==> config.mk <==
export PLATFORM = sky130hd
export DESIGN_NAME = mem_wb_pipe_stage
export DESIGN_NICKNAME = d
export VERILOG_FILES = /design/src/rtl/mem_wb_pipe_stage.sv
export SDC_FILE = /design/constraint.sdc
export NUM_CORES = 1
export LEC_CHECK = 0
export ABC_AREA = 1
export CORE_UTILIZATION = 25
export CTS_CLUSTER_DIAMETER = 150
export CTS_CLUSTER_SIZE = 40
export DETAILED_ROUTE_END_ITERATION = 16
export MAX_ROUTING_LAYER = met4
export SETUP_SLACK_MARGIN = 0.5
export SLEW_MARGIN = 0
export SYNTH_ARGS = -nofsm -noshare
export SYNTH_HDL_FRONTEND = slang
export SYNTH_SLANG_ARGS = --single-unit
==> constraint.sdc <==
create_clock -name clk -period 1.8 [get_ports clk]
set_clock_uncertainty 0.2 [all_clocks]
set_input_delay 0.45 -clock clk [delete_from_list [all_inputs] [get_ports clk]]
set_output_delay 0.45 -clock clk [all_outputs]
set_load 0.005 [all_outputs]
==> src/rtl/mem_wb_pipe_stage.sv <==
// Memory/writeback pipeline register: STAGES slots of writeback payload with valid,
// stall, flush, pre-selected writeback data and a saturating bubble counter.
`timescale 1ns/1ps
module mem_wb_pipe_stage #(
   parameter int DATA_WIDTH     = 32,
   parameter int REG_ADDR_WIDTH = 5,
   parameter int CTRL_WIDTH     = 2,
   parameter int STAGES         = 1,
   parameter int CNT_WIDTH      = 16
) (
   input  logic                      clk,
   input  logic                      rst_n,
   input  logic                      stall,
   input  logic                      flush,
   input  logic                      valid_in,
   input  logic [CTRL_WIDTH-1:0]     ctrl_in,
   input  logic [DATA_WIDTH-1:0]     alu_result_in,
   input  logic [DATA_WIDTH-1:0]     read_data_in,
   input  logic [REG_ADDR_WIDTH-1:0] write_reg_in,
   input  logic                      clear_stats,
   output logic                      valid_out,
   output logic [CTRL_WIDTH-1:0]     ctrl_out,
   output logic [DATA_WIDTH-1:0]     alu_result_out,
   output logic [DATA_WIDTH-1:0]     read_data_out,
   output logic [REG_ADDR_WIDTH-1:0] write_reg_out,
   output logic [DATA_WIDTH-1:0]     wb_data_out,
   output logic                      reg_write_out,
   output logic [CNT_WIDTH-1:0]      bubble_count
);

   if (STAGES < 1 || STAGES > 4) begin : g_bad_stages
      $error("mem_wb_pipe_stage: STAGES must be in the range 1..4");
   end

   if (CTRL_WIDTH < 2) begin : g_bad_ctrl
      $error("mem_wb_pipe_stage: CTRL_WIDTH must be at least 2 (reg_write, mem_to_reg)");
   end

   logic                      r_valid [STAGES];
   logic [CTRL_WIDTH-1:0]     r_ctrl  [STAGES];
   logic [DATA_WIDTH-1:0]     r_alu   [STAGES];
   logic [DATA_WIDTH-1:0]     r_rdata [STAGES];
   logic [REG_ADDR_WIDTH-1:0] r_wreg  [STAGES];
   logic [DATA_WIDTH-1:0]     r_wb    [STAGES];

   logic                      w_src_valid [STAGES];
   logic [CTRL_WIDTH-1:0]     w_src_ctrl  [STAGES];
   logic [DATA_WIDTH-1:0]     w_src_alu   [STAGES];
   logic [DATA_WIDTH-1:0]     w_src_rdata [STAGES];
   logic [REG_ADDR_WIDTH-1:0] w_src_wreg  [STAGES];
   logic [DATA_WIDTH-1:0]     w_src_wb    [STAGES];

   logic [CNT_WIDTH-1:0]      r_bubble_cnt;

   // Slot 0 sources from the memory stage (selecting wb data here); later slots copy their predecessor.
   for (genvar k = 0; k < STAGES; k++) begin : g_src
      if (k == 0) begin : g_head
         assign w_src_valid[k] = valid_in;
         assign w_src_ctrl[k]  = ctrl_in;
         assign w_src_alu[k]   = alu_result_in;
         assign w_src_rdata[k] = read_data_in;
         assign w_src_wreg[k]  = write_reg_in;
         assign w_src_wb[k]    = ctrl_in[1] ? read_data_in : alu_result_in;
      end else begin : g_body
         assign w_src_valid[k] = r_valid[k-1];
         assign w_src_ctrl[k]  = r_ctrl[k-1];
         assign w_src_alu[k]   = r_alu[k-1];
         assign w_src_rdata[k] = r_rdata[k-1];
         assign w_src_wreg[k]  = r_wreg[k-1];
         assign w_src_wb[k]    = r_wb[k-1];
      end
   end

   // NOTE: the data fields are reset along with valid/ctrl so every output reads 0 in reset;
   // a plain datapath register array would normally be left without reset.
   always_ff @(posedge clk or negedge rst_n) begin
      if (!rst_n) begin
         for (int k = 0; k < STAGES; k++) begin
            r_valid[k] <= 1'b0;
            r_ctrl[k]  <= '0;
            r_alu[k]   <= '0;
            r_rdata[k] <= '0;
            r_wreg[k]  <= '0;
            r_wb[k]    <= '0;
         end
      end else if (flush) begin
         for (int k = 0; k < STAGES; k++) begin
            r_valid[k] <= 1'b0;
            r_ctrl[k]  <= '0;
         end
      end else if (!stall) begin
         for (int k = 0; k < STAGES; k++) begin
            r_valid[k] <= w_src_valid[k];
            // A bubble must never carry reg_write, so ctrl is gated by the source valid.
            r_ctrl[k]  <= w_src_ctrl[k] & {CTRL_WIDTH{w_src_valid[k]}};
            r_alu[k]   <= w_src_alu[k];
            r_rdata[k] <= w_src_rdata[k];
            r_wreg[k]  <= w_src_wreg[k];
            r_wb[k]    <= w_src_wb[k];
         end
      end
   end

   // Counts non-stalled cycles where the last slot presents a bubble; clear wins, saturates at all-ones.
   always_ff @(posedge clk or negedge rst_n) begin
      if (!rst_n) begin
         r_bubble_cnt <= '0;
      end else if (clear_stats) begin
         r_bubble_cnt <= '0;
      end else if (!stall && !r_valid[STAGES-1] && (r_bubble_cnt != {CNT_WIDTH{1'b1}})) begin
         r_bubble_cnt <= r_bubble_cnt + 1'b1;
      end
   end

   assign valid_out      = r_valid[STAGES-1];
   assign ctrl_out       = r_ctrl[STAGES-1];
   assign alu_result_out = r_alu[STAGES-1];
   assign read_data_out  = r_rdata[STAGES-1];
   assign write_reg_out  = r_wreg[STAGES-1];
   assign wb_data_out    = r_wb[STAGES-1];
   assign reg_write_out  = r_ctrl[STAGES-1][0] & r_valid[STAGES-1];
   assign bubble_count   = r_bubble_cnt;

endmodule
-- Word-level counts from Yosys, hierarchy flattened
Index checks and enable logic that the tools add are counted.
- flip-flop bits (word level): 120
- output and inout bits: 121
- word-level logic and storage cells: 27
- add/subtract/negate cells: 1
- equality and inequality tests: 2
- multiplexer cells: 7
- bitwise operators: 4
- reductions and logical operators: 6
- operators by type and width (cell ; number):
    two-way mux 16 bit ; 2
    two-way mux 32 bit ; 1
    adder 16 x 1 -> 16 bit, second input constant ; 1
    != test 16 bit, second input constant ; 1
    two-way mux 2 bit ; 2
    AND 2 bit ; 1
    logical AND 1 bit ; 2
    logical NOT 1 bit ; 2
    two-way mux 1 bit ; 2
    != test 2 x 1 -> 1 bit, second input constant ; 1
    NOT 1 bit ; 2
    AND reduction 2 bit ; 1
    nonzero test 2 bit ; 1
    AND 1 bit ; 1

-- Depth between registers and ports, before layout
Gate-level depths: netlist of the first run.
- depth in word-level cells: 5
- mapped depth: 10
- gate-level depth less buffers: 9

-- Worst setup path after synthesis of the first run
No wires, ideal clock.
- kind: register to register
- start: reg r_bubble_cnt[0] (netlist: bubble_count[0])
- end: reg r_bubble_cnt[10] (netlist: bubble_count[10])
- library setup time: 0.066 ns
- arrival time: 1.488 ns
- required time: 1.534 ns
- slack: 0.047 ns
- stages on the path, launching flop included: 10
- path through: dfrtp_1 ha_1 nand2_1 nor2_4 nand2_2 nor2_2 nor2_2 buf_2 nand4_1 nand2_1
- word-level cells in the longest chain between the ends: 3
- elaborated cells between the ends (all ways): 6
- classes of those cells: 1 x add/sub; 1 x eq/ne; 2 x mux; 2 x reduce/logical
- RTL lines (item ; RTL line ; RTL):
    start, declared ; 53 ; logic [CNT_WIDTH-1:0] r_bubble_cnt;
    start signal, assigned ; 111 ; r_bubble_cnt <= r_bubble_cnt + 1'b1;
    adder 16 x 1 -> 16 bit / != test 16 bit (equally long branches) ; 111, 110 ;
    two-way mux 16 bit / logical AND 1 bit (equally long branches) ; 110 ; end else if (!stall && !r_valid[STAGES-1] && (r_bubble_cnt != {CNT_WIDTH{1'b1}})) begin
    two-way mux 16 bit / nonzero test 2 bit (equally long branches) ; - ;
Several ways; a longest one is shown, not always the timed one. The select of a mux whose other input is x is not followed.
A chain may end at the register's enable or synchronous reset.

-- Worst setup path after layout of the first run
- start: reg r_valid (netlist: valid_out)
- end: out reg_write_out
- word-level cells in the longest chain between the ends: 1
- RTL lines (item ; RTL line ; RTL):
    start, declared ; 39 ; logic r_valid [STAGES];
    start signal, assigned by index ; 93 ; r_valid[k] <= w_src_valid[k];
    AND 1 bit ; 121 ; assign reg_write_out = r_ctrl[STAGES-1][0] & r_valid[STAGES-1];
    end, declared ; 27 ; output logic reg_write_out,
No other way between the ends.

==> reports/results.txt, run 1 <==
status: finished, final reports clean
setup ws final: 0.0180 ns
Setup crit end kind: output pin
Post-Place Setup Slack: -0.260 ns
ranking of synthesized cells by area: dfrtp_1 58%, nand2_1 22%, o21ai_0 6.3%
pin count of the biggest net entering global routing: 63
CTS tree: built
Die Width: 145 µm
Area Growth Syn to Fin: 72.3%
DR vias/cell: 4.39
total congestion overflow: 0
Core Util, Final: 0.439
EDFF count, synth: 0
most common cell in the synthesized netlist: nand2_1
VDD IR max: 0.599 mV
Initial DRT Pass Iterations: 5
top cell type's share of synthesized area: 0.584
DP Area: 7690 µm²
# rows: 52
met3 GRT Util: 0.0486
CTS root buf: clkbuf_16
CP Max Fanout: 2
RSZ-0062 raised after global routing: yes
Mapped Nets: 709
top_reg_cell synth: dfrtp_1
Die Span Y: 145 µm
Pins Over Slew Limit: 0
worst slew pin tran: 0.357 ns
Final GP Congestion: 0.837
Async SR Flop Fraction: 1.00
die footprint: 21100 µm²
Residual DRC: 0
Max Clk Rate: 0.561 GHz
DR iter-0 viols: 278
Final Setup Violations: 0
Final min period: 1.78 ns
max_slew headroom: 0.762
vias: 5333
Crit path required time: 1.15 ns
clk slew on worst S/H paths: 0.06 ns
P_leak: 4.60 nW
H-Tree Level Count: 4
total CTS buffers: 17
worst min path class: input pin to flop
final instance area: 8860 µm²
Sink Count: 120
largest area contributor in the netlist: dfrtp_1
routed len/inst: 15.1 µm
initial antenna violation count: 1
vias in the first global route: 5142
Initial Util: 0.255
first-pass GRT wire length: 28600 µm
Synth Instances: 631
DPL Wire Length: 10900 µm
number of synthesized register bits: 120
Core ar.: 20200 µm²
routing usage on met2: 0.269
Tot GR Track Use: 0.181
clk_lat worst skew: 0.42 ns
Ports: 198
synthesized area per cell: 8.14 µm²
Cell variety after synth: 20
yosys warns: 0
post-synthesis cell area: 5140 µm²
number of fill cells: 2054
Pwr Total: 8.21 mW
Routed Antenna Nets: 0
MaxCap Viol Count: 0
share of cells above drive strength 1: 0.323
CP Data Arrival Time: 1.13 ns
Final Cycle Share: 0.990
crit start category: flop
I/O Buffers: 197
Fin. Hold Viols: 0
GR peak layer: met2
nets@finish: 1010
Clock Tree Buf Depth: 2
pwr/cell area: 927 nW/µm²
met1 Use GR: 0.238
post-synthesis sequential area ratio: 0.584
top cells by count, synth: 301 x nand2_1, 120 x dfrtp_1, 65 x o21ai_0
Setup CP Type: flop to output pin
Post-Route WL: 18400 µm
TNS Setup: 0 ns
[final cells by class]
cell class | count | area, µm² | area share
timing repair buffer | 313 | 2740 | 0.309
tap | 270 | 338 | 0.0381
sequential | 120 | 3010 | 0.340
inverter | 18 | 93.8 | 0.0106
multi-input combinational | 462 | 2060 | 0.233
clock inverter | 14 | 174 | 0.0196
antenna | 1 | 2.50 | 0.000283
clock buffer | 18 | 439 | 0.0496
[worst paths after layout]
| path | slack, ns | start | cells after the start | endpoint |
|---|---|---|---|---|
| worst max-delay path | 0.02 | valid_out | 4 | reg_write_out |
| min in group asynchronous | 0.38 | rst_n | 3 | read_data_out[13] |
| worst min register to register | 0.26 | alu_result_out[26] | 2 | alu_result_out[26] |
| worst min-delay path | 0.11 | flush | 4 | ctrl_out[0] |
| worst max register to register | 0.08 | bubble_count[0] | 11 | bubble_count[0] |
| max in group asynchronous | 0.71 | rst_n | 3 | alu_result_out[1] |
[layout by cell type, fill, tap and decap left out, drive strengths merged]
master           n
nand4           13
nand2          302
o21ai           65
ha               1
inv             19
dlygate4sd2      2
buf            235
clkdlybuf4s50   72
nand3           20
clkbuf          19
nor2            54
nand3b           1
bufinv           3
dfrtp          120
a21oi            1
diode            1
bufbuf           2
clkinvlp         4
clkinv           6
nor3             1
xor2             4
dlygate4sd3      1
[registers in the layout, indices dropped and copies added, names as in the netlist]
signal	count
write_reg_out	5
alu_result_out	32
valid_out	1
read_data_out	32
bubble_count	16
ctrl_out	2
wb_data_out	32
[critical path, stage by stage (launching register included)]
cell	delay, ns
dfrtp_1	0.41
buf_6	0.13
nand2_2	0.04
inv_1	0.03
buf_2	0.11
[cells by family (layout without fill, tap and decap cells)]
group	Yosys count	after routing	share of synthesized area
AND/OR/NAND/NOR	391	391	0.304
adder cells (fa/ha/maj)	1	1	0.00243
XOR/XNOR	4	4	0.00682
AO/OA/AOI/OAI	66	66	0.0643
other	0	1	0
flip-flops	120	120	0.584
buffers and inverters	49	363	0.0385
[report_power, final]
part           switching [mW]  internal (mW)  total (mW)
clock                    1.34           2.22        3.56
combinational           0.670          0.815        1.48
sequential              0.168           3.00        3.17
total                    2.18           6.04        8.21
[through the flow]
stage               hold WS (ns)  cells
floorplan                -0.0456    631
CTS                        0.145   1195
global placement           0.253   1102
finish                     0.109   1216
global route               0.117   1216
detailed placement         0.258   1102
[repair_timing]
item                                   in CTS  in global routing
buffers inserted                           51                 19
setup endpoints to repair                 241                158
resized for setup                         531                 44
hold buffers                                1                  0
cloned                                      9                  1
endpoints found under the hold margin     120                  0
pin swaps                                   8                 25
[routing by layer]
metal  wire length [µm]  part of all wire
met5                  0                 0
met2               8340              0.45
met4                235             0.013
met1               8540              0.47
met3               1250             0.068
Note: power is estimated with default switching activity, not from simulation.
==> inputs of run 2 (changes only) <==
--- a/config.mk
+++ b/config.mk
@@ -10,6 +10,8 @@
 export CTS_CLUSTER_DIAMETER = 150
 export CTS_CLUSTER_SIZE = 40
 export DETAILED_ROUTE_END_ITERATION = 16
+export DONT_BUFFER_PORTS = 1
+export GPL_ROUTABILITY_DRIVEN = 0
 export MAX_ROUTING_LAYER = met4
 export SETUP_SLACK_MARGIN = 0.5
 export SLEW_MARGIN = 0
==> constraint.sdc (replaced) <==
create_clock -name clk -period 1.8 [get_ports clk]
set_clock_uncertainty 0.2 [all_clocks]
set_input_delay 0.45 -clock clk [delete_from_list [all_inputs] [get_ports clk]]
set_output_delay 0.45 -clock clk [all_outputs]
set_load 0.01 [all_outputs]
==> reports/results.txt, run 2 (synthesis gave the netlist of run 1 again) <==
Setup crit end kind: flop
Routed Antenna Nets: 0
Final Cycle Share: 0.922
Pins Over Slew Limit: 0
Die Width: 145 µm
CTS root buf: clkbuf_16
final hold slack: -0.471 ns
most frequent cells in the layout: 294 x nand2_1, 114 x dfrtp_1, 72 x dlygate4sd3_1
Initial DRT Pass Iterations: 7
Die Span Y: 145 µm
commonest non-fill, non-tap cell in the layout: nand2_1
Area Growth Syn to Fin: 40.2%
share of cells above drive strength 1: 0.131
first-pass GRT wire length: 25400 µm
Residual DRC: 0
# rows: 52
I/O Buffers: 0
vias: 4587
worst min path class: input pin to asynchronous set/reset pin
Core ar.: 20200 µm²
MaxCap Viol Count: 0
CP Data Arrival Time: 1.80 ns
Final Setup Violations: 0
Final min period: 1.66 ns
DR vias/cell: 4.53
RSZ-0062 raised after global routing: yes
die footprint: 21100 µm²
max_slew headroom: 0.612
Pwr Total: 7.67 mW
CP Max Fanout: 7
clk slew on worst S/H paths: 0.05 ns
DR iter-0 viols: 252
Crit path required time: 1.94 ns
Fin. Hold Viols: 120
Setup CP Type: flop to flop
TNS Setup: 0 ns
vias in the first global route: 4867
H-Tree Level Count: 4
pin count of the biggest net entering global routing: 121
routed len/inst: 15.7 µm
DPL Wire Length: 9690 µm
Clock Tree Buf Depth: 2
Max Clk Rate: 0.602 GHz
clk_lat worst skew: 0.41 ns
nets@finish: 807
Post-Route WL: 15900 µm
Ports: 198
Initial Util: 0.255
number of fill cells: 2042
CTS tree: built
failing checks: negative hold slack
total CTS buffers: 17
Tot GR Track Use: 0.159
P_leak: 3.51 nW
Sink Count: 120
setup ws final: 0.140 ns
hold_buf cts: 72
status: complete, but fails checks
Post-Place Setup Slack: 0.142 ns
crit start category: flop
initial antenna violation count: 0
worst slew pin tran: 0.581 ns
pwr/cell area: 1060 nW/µm²
Antenna diodes: 0
total congestion overflow: 0
VDD IR max: 0.593 mV
## run 2: changes by cell type in the layout (fill, tap and decap cells not counted), sizes merged, moves of 3 or more
cell	delta
dlygate4sd3	+71
clkdlybuf4s50	-72
clkinvlp	-3
clkbuf	+5
buf	-197
## run 2: final timing paths
check                      cells past startpoint                 to              start  slack (ns)
min                                            0    wb_data_out[15]              rst_n       -0.47
min reg2reg                                    2  read_data_out[15]  read_data_out[15]        0.33
max in group asynchronous                      0  alu_result_out[6]              rst_n        1.64
min in group clk                               2    wb_data_out[13]   read_data_in[13]        0.02
max                                            9   bubble_count[12]    bubble_count[5]        0.14
max reg2reg                                    9   bubble_count[12]    bubble_count[5]        0.14
## run 2: worst max-delay path: stages (launching register included)
cell and delay, ns:
dfrtp_1 0.39, buf_4 0.14, nand2_1 0.15, nor2_4 0.06
nand2_2 0.08, nor2_4 0.05, nor2_4 0.14, buf_4 0.19
nand4_1 0.10, nand2_1 0.09
## run 2: layer usage
layer / track usage / wire length, µm / vias to the layer above
met3: 0.0599 / 1470 / 16
met5: - / 0 / -
met2: 0.252 / 7490 / 197
met4: 0.0621 / 227 / 0
li1: - / - / 2188
met1: 0.181 / 6750 / 2186
## run 2: area by class of cell
| type | instances | area [µm²] | share of cell area |
|---|---|---|---|
| Inverter | 18 | 68.8 | 0.00956 |
| Multi-Input combinational cell | 462 | 2030 | 0.282 |
| Sequential cell | 120 | 3010 | 0.418 |
| Clock inverter | 8 | 143 | 0.0198 |
| Tap cell | 270 | 338 | 0.0469 |
| Timing Repair Buffer | 110 | 1130 | 0.157 |
| Clock buffer | 24 | 482 | 0.0669 |
## run 2: report_power, final
| group | internal, mW | switching, mW |
|---|---|---|
| Sequential | 3.01 | 0.387 |
| Clock | 2.42 | 1.23 |
| Combinational | 0.294 | 0.330 |
## run 2: what timing repair did
item / CTS / global route
pin swaps: 7 / 5
endpoints found under the hold margin: 202 / 120
resized for setup: 36 / 8
endpoints found under the setup margin: 137 / 137
cloned: 1 / 0
setup buffers: 6 / 2
## run 2: through the flow
step,util,instance area (µm²),instances
after floorplan,-,5270,631
after CTS,0.355,7170,1010
after global routing,0.357,7200,1012
after global placement,0.279,5630,899
after detailed placement,0.279,5630,899
final,0.357,7200,1012
==> inputs of run 3 (changes only) <==
--- a/config.mk
+++ b/config.mk
@@ -6,13 +6,14 @@
 export NUM_CORES = 1
 export LEC_CHECK = 0
 export ABC_AREA = 1
-export CORE_UTILIZATION = 25
+export CORE_UTILIZATION = 50
 export CTS_CLUSTER_DIAMETER = 150
-export CTS_CLUSTER_SIZE = 40
+export CTS_CLUSTER_SIZE = 25
 export DETAILED_ROUTE_END_ITERATION = 16
 export DONT_BUFFER_PORTS = 1
 export GPL_ROUTABILITY_DRIVEN = 0
 export MAX_ROUTING_LAYER = met4
+export PLACE_DENSITY = 0.68
 export SETUP_SLACK_MARGIN = 0.5
 export SLEW_MARGIN = 0
 export SYNTH_ARGS = -nofsm -noshare
==> reports/results.txt, run 3 (synthesis gave the netlist of run 1 again) <==
routed len/inst: 16.5 µm
worst path bufs/invs: 1
crit start category: flop
P_sw: 1.96 mW
placed cell count: 756
DP Area: 5390 µm²
max_slew headroom: 0.635
final instance area: 7010 µm²
Routed Antenna Nets: 0
worst min path class: input pin to asynchronous set/reset pin
CP Max Fanout: 4
total congestion overflow: 0
CP Data Arrival Time: 1.08 ns
first-pass GRT wire length: 21800 µm
DR iter-0 viols: 230
critical-path cell list: buf_6
worst reg2reg path startpoint: bubble_count[0]
TNS Setup: 0 ns
VDD IR max: 0.545 mV
Worst path slowest cell: dfrtp_1
r2r endpoint: bubble_count[5]
Tot GR Track Use: 0.281
hold_buf cts: 75
Core ar.: 9860 µm²
clk_lat worst skew: 0.51 ns
commonest non-fill, non-tap cell in the layout: nand2_1
Crit. path cell count: 1
DPL Wire Length: 8430 µm
Initial DRT Pass Iterations: 4
Register-to-Register Path Depth: 10
most frequent cells in the layout: 288 x nand2_1, 112 x dfrtp_1, 74 x dlygate4sd3_1
Max Clk Rate: 0.577 GHz
pwr/cell area: 1060 nW/µm²
Setup crit end kind: output pin
H-Tree Level Count: 4
Area Growth Syn to Fin: 36.5%
total CTS buffers: 17
combinational share of power: 0.089
Ports: 198
Final Cycle Share: 0.963
DR vias/cell: 5.34
family with the most delay on the worst path: flip-flops
P_leak: 3.47 nW
Antenna diodes: 0
pin count of the biggest net entering global routing: 121
CTS tree: built
Post-Route WL: 14500 µm
Setup CP Type: flop to output pin
failing checks: negative hold slack
Crit path required time: 1.15 ns
clk slew on worst S/H paths: 0.06 ns
reg2reg setup slack: 0.10 ns
MaxCap Viol Count: 0
Die Width: 103 µm
die footprint: 10700 µm²
fin cells: 876
Final Setup Violations: 0
Die Span Y: 103 µm
sequential power share: 0.457
Residual DRC: 0
Net Sw Frac: 0.264
Initial Util: 0.521
RSZ-0062 raised after global routing: yes
Pins Over Slew Limit: 0
share of cells above drive strength 1: 0.145
Int Pwr: 5.47 mW
Fin. Hold Viols: 120
vias: 4682
status: complete, but fails checks
number of fill cells: 703
Clk pwr share: 0.454
Final min period: 1.73 ns
Setup crit end: bubble_count[0]
worst slew pin tran: 0.548 ns
initial antenna violation count: 0
I/O Buffers: 0
final hold slack: -0.561 ns
Largest stage delay, worst path: 0.42 ns
vias in the first global route: 4552
Clock Tree Buf Depth: 2
CTS root buf: clkbuf_8
Pwr Total: 7.43 mW
CP startpoint: bubble_count[0]
# rows: 36
nets@finish: 809
Sink Count: 120
[run 3: power groups by stage]
stage	sequential, mW	combinational (mW)	clock (mW)
6_report	3.40	0.663	3.37
5_1_grt	3.43	0.752	3.53
3_3_place_gp	3.43	0.431	0
2_1_floorplan	3.35	0.392	0
3_5_place_dp	3.43	0.461	0
4_1_cts	3.39	0.642	3.41
[run 3: how the worst min path moves through the flow]
stage                        endpoint  slack (ns)  cells after the start
finish              read_data_out[15]       -0.56                      0
global route        read_data_out[15]       -0.59                      0
CTS                  read_data_out[6]       -0.59                      0
detailed placement  read_data_out[15]       -0.04                      0
global placement    read_data_out[15]       -0.04                      0
floorplan           alu_result_out[0]       -0.05                      0
[run 3: through the flow]
step	utilization	setup WS, ns
after floorplan	-	0.0601
after global placement	0.546	0.0928
after detailed placement	0.546	-0.00213
after CTS	0.704	0.0478
after global routing	0.711	0.00000178
final	0.711	0.0672
[run 3: final cells by class]
| cell class | instances | area (µm²) | share of cell area |
|---|---|---|---|
| clock buffer | 19 | 442 | 0.0630 |
| clock inverter | 12 | 151 | 0.0216 |
| inverter | 18 | 67.6 | 0.00963 |
| multi-input combinational | 462 | 2040 | 0.291 |
| sequential | 120 | 3010 | 0.430 |
| tap | 133 | 166 | 0.0237 |
| timing repair buffer | 112 | 1130 | 0.161 |
[run 3: metal layers]
layer	track usage	vias to the layer above	share of wire
li1	-	2185	-
met1	0.329	2227	0.40
met2	0.449	228	0.49
met3	0.0753	42	0.077
met4	0.141	0	0.029
met5	-	-	0
[run 3: repair_timing]
action	4_1_cts	5_1_grt
endpoints found under the hold margin	225	120
gates resized for setup	34	18
buffers inserted	11	3
endpoints found under the setup margin	137	137
pin swaps	9	7
==> edit (config.mk and constraints of run 1) <==
The parameter `REG_ADDR_WIDTH` goes from 5 to 4.
--- a/src/rtl/mem_wb_pipe_stage.sv
+++ b/src/rtl/mem_wb_pipe_stage.sv
@@ -5,3 +5,3 @@
    parameter int DATA_WIDTH     = 32,
-   parameter int REG_ADDR_WIDTH = 5,
+   parameter int REG_ADDR_WIDTH = 4,
    parameter int CTRL_WIDTH     = 2,
Interface: changed (resized write_reg_in and write_reg_out); port bits go from 198 to 196. The function was not compared with the original's and may differ.
==> edit against run 1 <==
Sequential cell count is 1 lower. Count of clock-buffer cells in the layout did not move. Synthesized area decreased by 0.83%. Highest routed layer unchanged. First-iteration DRC count down 40%. Design area is 0.23% higher. Synthesized cell count fell by 0.79%. Wire length grew 1.4%. Worst setup slack gained 24 ps. Power barely moved.
==> edit: results (changes against run 1) <==
[outcome]
status=completed

[power]
peakVddDrop_mv=0.596  ; -0.51%
p_leak_nw=4.62  ; +0.45%
intPower_mw=6.03  ; about the same

[global_routing]
grt_use_met1=0.225  ; -0.0138
grtUsageMet2=0.286  ; +0.0162
grt_max_degree=43  ; -32%
grtUsageMet3=0.0622  ; +0.0136
grt_pass1_vias=5271  ; +2.5%
grt_first_pass_wirelength_um=28000  ; -2.2%
grt_use_total=0.183  ; +0.00167

[placement]
dp_slack_ps=-334  ; -73.9 ps
placed_cells=1099  ; -0.27%
gp_congestion=0.829  ; -1.1%
port_buffers=195  ; -1.0%
dp_hpwl_um=11500  ; +5.3%
placed_area_um2=7740  ; +0.62%

[yosys]
synthesis.nets=703  ; -0.85%
syn_avg_cell_area_um2=8.14  ; about the same
synthTopCellsByCount=nand2_1 (298), dfrtp_1 (119), o21ai_0 (65), nor2_1 (49), clkbuf_1 (26)
yosysSeqAreaShare=0.584  ; about the same
synth_cell_types=19  ; -5.0%
synthTopCellsByArea=dfrtp_1 (58%), nand2_1 (22%), o21ai_0 (6.4%), nor2_1 (3.6%), nand3_1 (2.0%)

[worst_setup_path]
reg2reg_to=bubble_count[7]
timing.rr.start=bubble_count[1]
slowest_delay_ps=390  ; -20 ps
cp_data_arrival_time_ps=1110  ; -20 ps
r2r_slack_ps=50  ; -30 ps

[drt]
wl_met2_um=8680  ; +4.1%
routed_wl_um=18600  ; +1.4%
via_per_inst=4.43  ; +1.1%
drt_pass1_iterations=4  ; -1
dr_wl_met3_um=1450  ; +16%
met1_length_um=8330  ; -2.5%
first_iter_violations=168  ; -40%
wl_per_cell_um=15.2  ; +0.94%

[sta]
holdWs_ps=177  ; +68.8 ps
tightest_slew_ps=307  ; -49.7 ps
setup_ws_ps=42.3  ; +24.4 ps

[cells_and_area]
drive_above_1_share=0.348  ; +0.0256
final_nets=1020  ; +0.99%

## edit: changes by cell type after synthesis, sizes merged
| cell | run 1 | this run |
|---|---|---|
| dfrtp | 120 | 119 |
| nand2 | 302 | 299 |
| clkbuf | 24 | 26 |
| buf | 7 | 4 |
## edit: worst reg2reg max path, stage by stage, from the launching register on
cell and delay (ps):
dfrtp_1 400, buf_6 130, ha_4 160, nand2_4 60
nor2_4 40, nand2_2 80, nor2_4 50, nor2_4 180
nor2_4 70, buf_8 150, nand2_2 60, nand2_1 50
## edit: cell type report
class | instances | area [um2] | area share
clock buffers | 18 | 439 | 0.0495
diodes | 1 | 2.50 | 0.000282
inverters | 18 | 80.1 | 0.00902
clock inverters | 14 | 174 | 0.0196
flip-flops and latches | 119 | 2980 | 0.336
repair buffers | 328 | 2810 | 0.317
multi-input cells | 459 | 2060 | 0.232
well taps | 265 | 332 | 0.0374
## edit: power groups by stage
| stage | Clock (mW) | Combinational [mW] | Sequential [mW] |
|---|---|---|---|
| 5_1_grt | 3.76 | 1.69 | 3.17 |
| 6_report | 3.56 | 1.51 | 3.14 |
| 4_1_cts | 3.61 | 1.39 | 3.14 |
| 3_3_place_gp | 0 | 1.45 | 3.19 |
| 3_5_place_dp | 0 | 1.46 | 3.19 |
| 2_1_floorplan | 0 | 0.366 | 3.20 |
## edit: cells by family after synthesis
kind of cell             synth area share
buffers and inverters              0.0376
AND/OR/NAND/NOR                     0.304
adder cells (fa/ha/maj)           0.00245
XOR/XNOR                          0.00687
flip-flops                          0.584
AO/OA/AOI/OAI                      0.0648
## edit: repair_timing
item                                   CTS  global route
setup endpoints to repair              239           180
cloned                                   4             6
endpoints found under the hold margin   16             0
buffers inserted                        57            22
pin swaps                               21            24
resized for setup                      530            55
hold buffers                             1             0
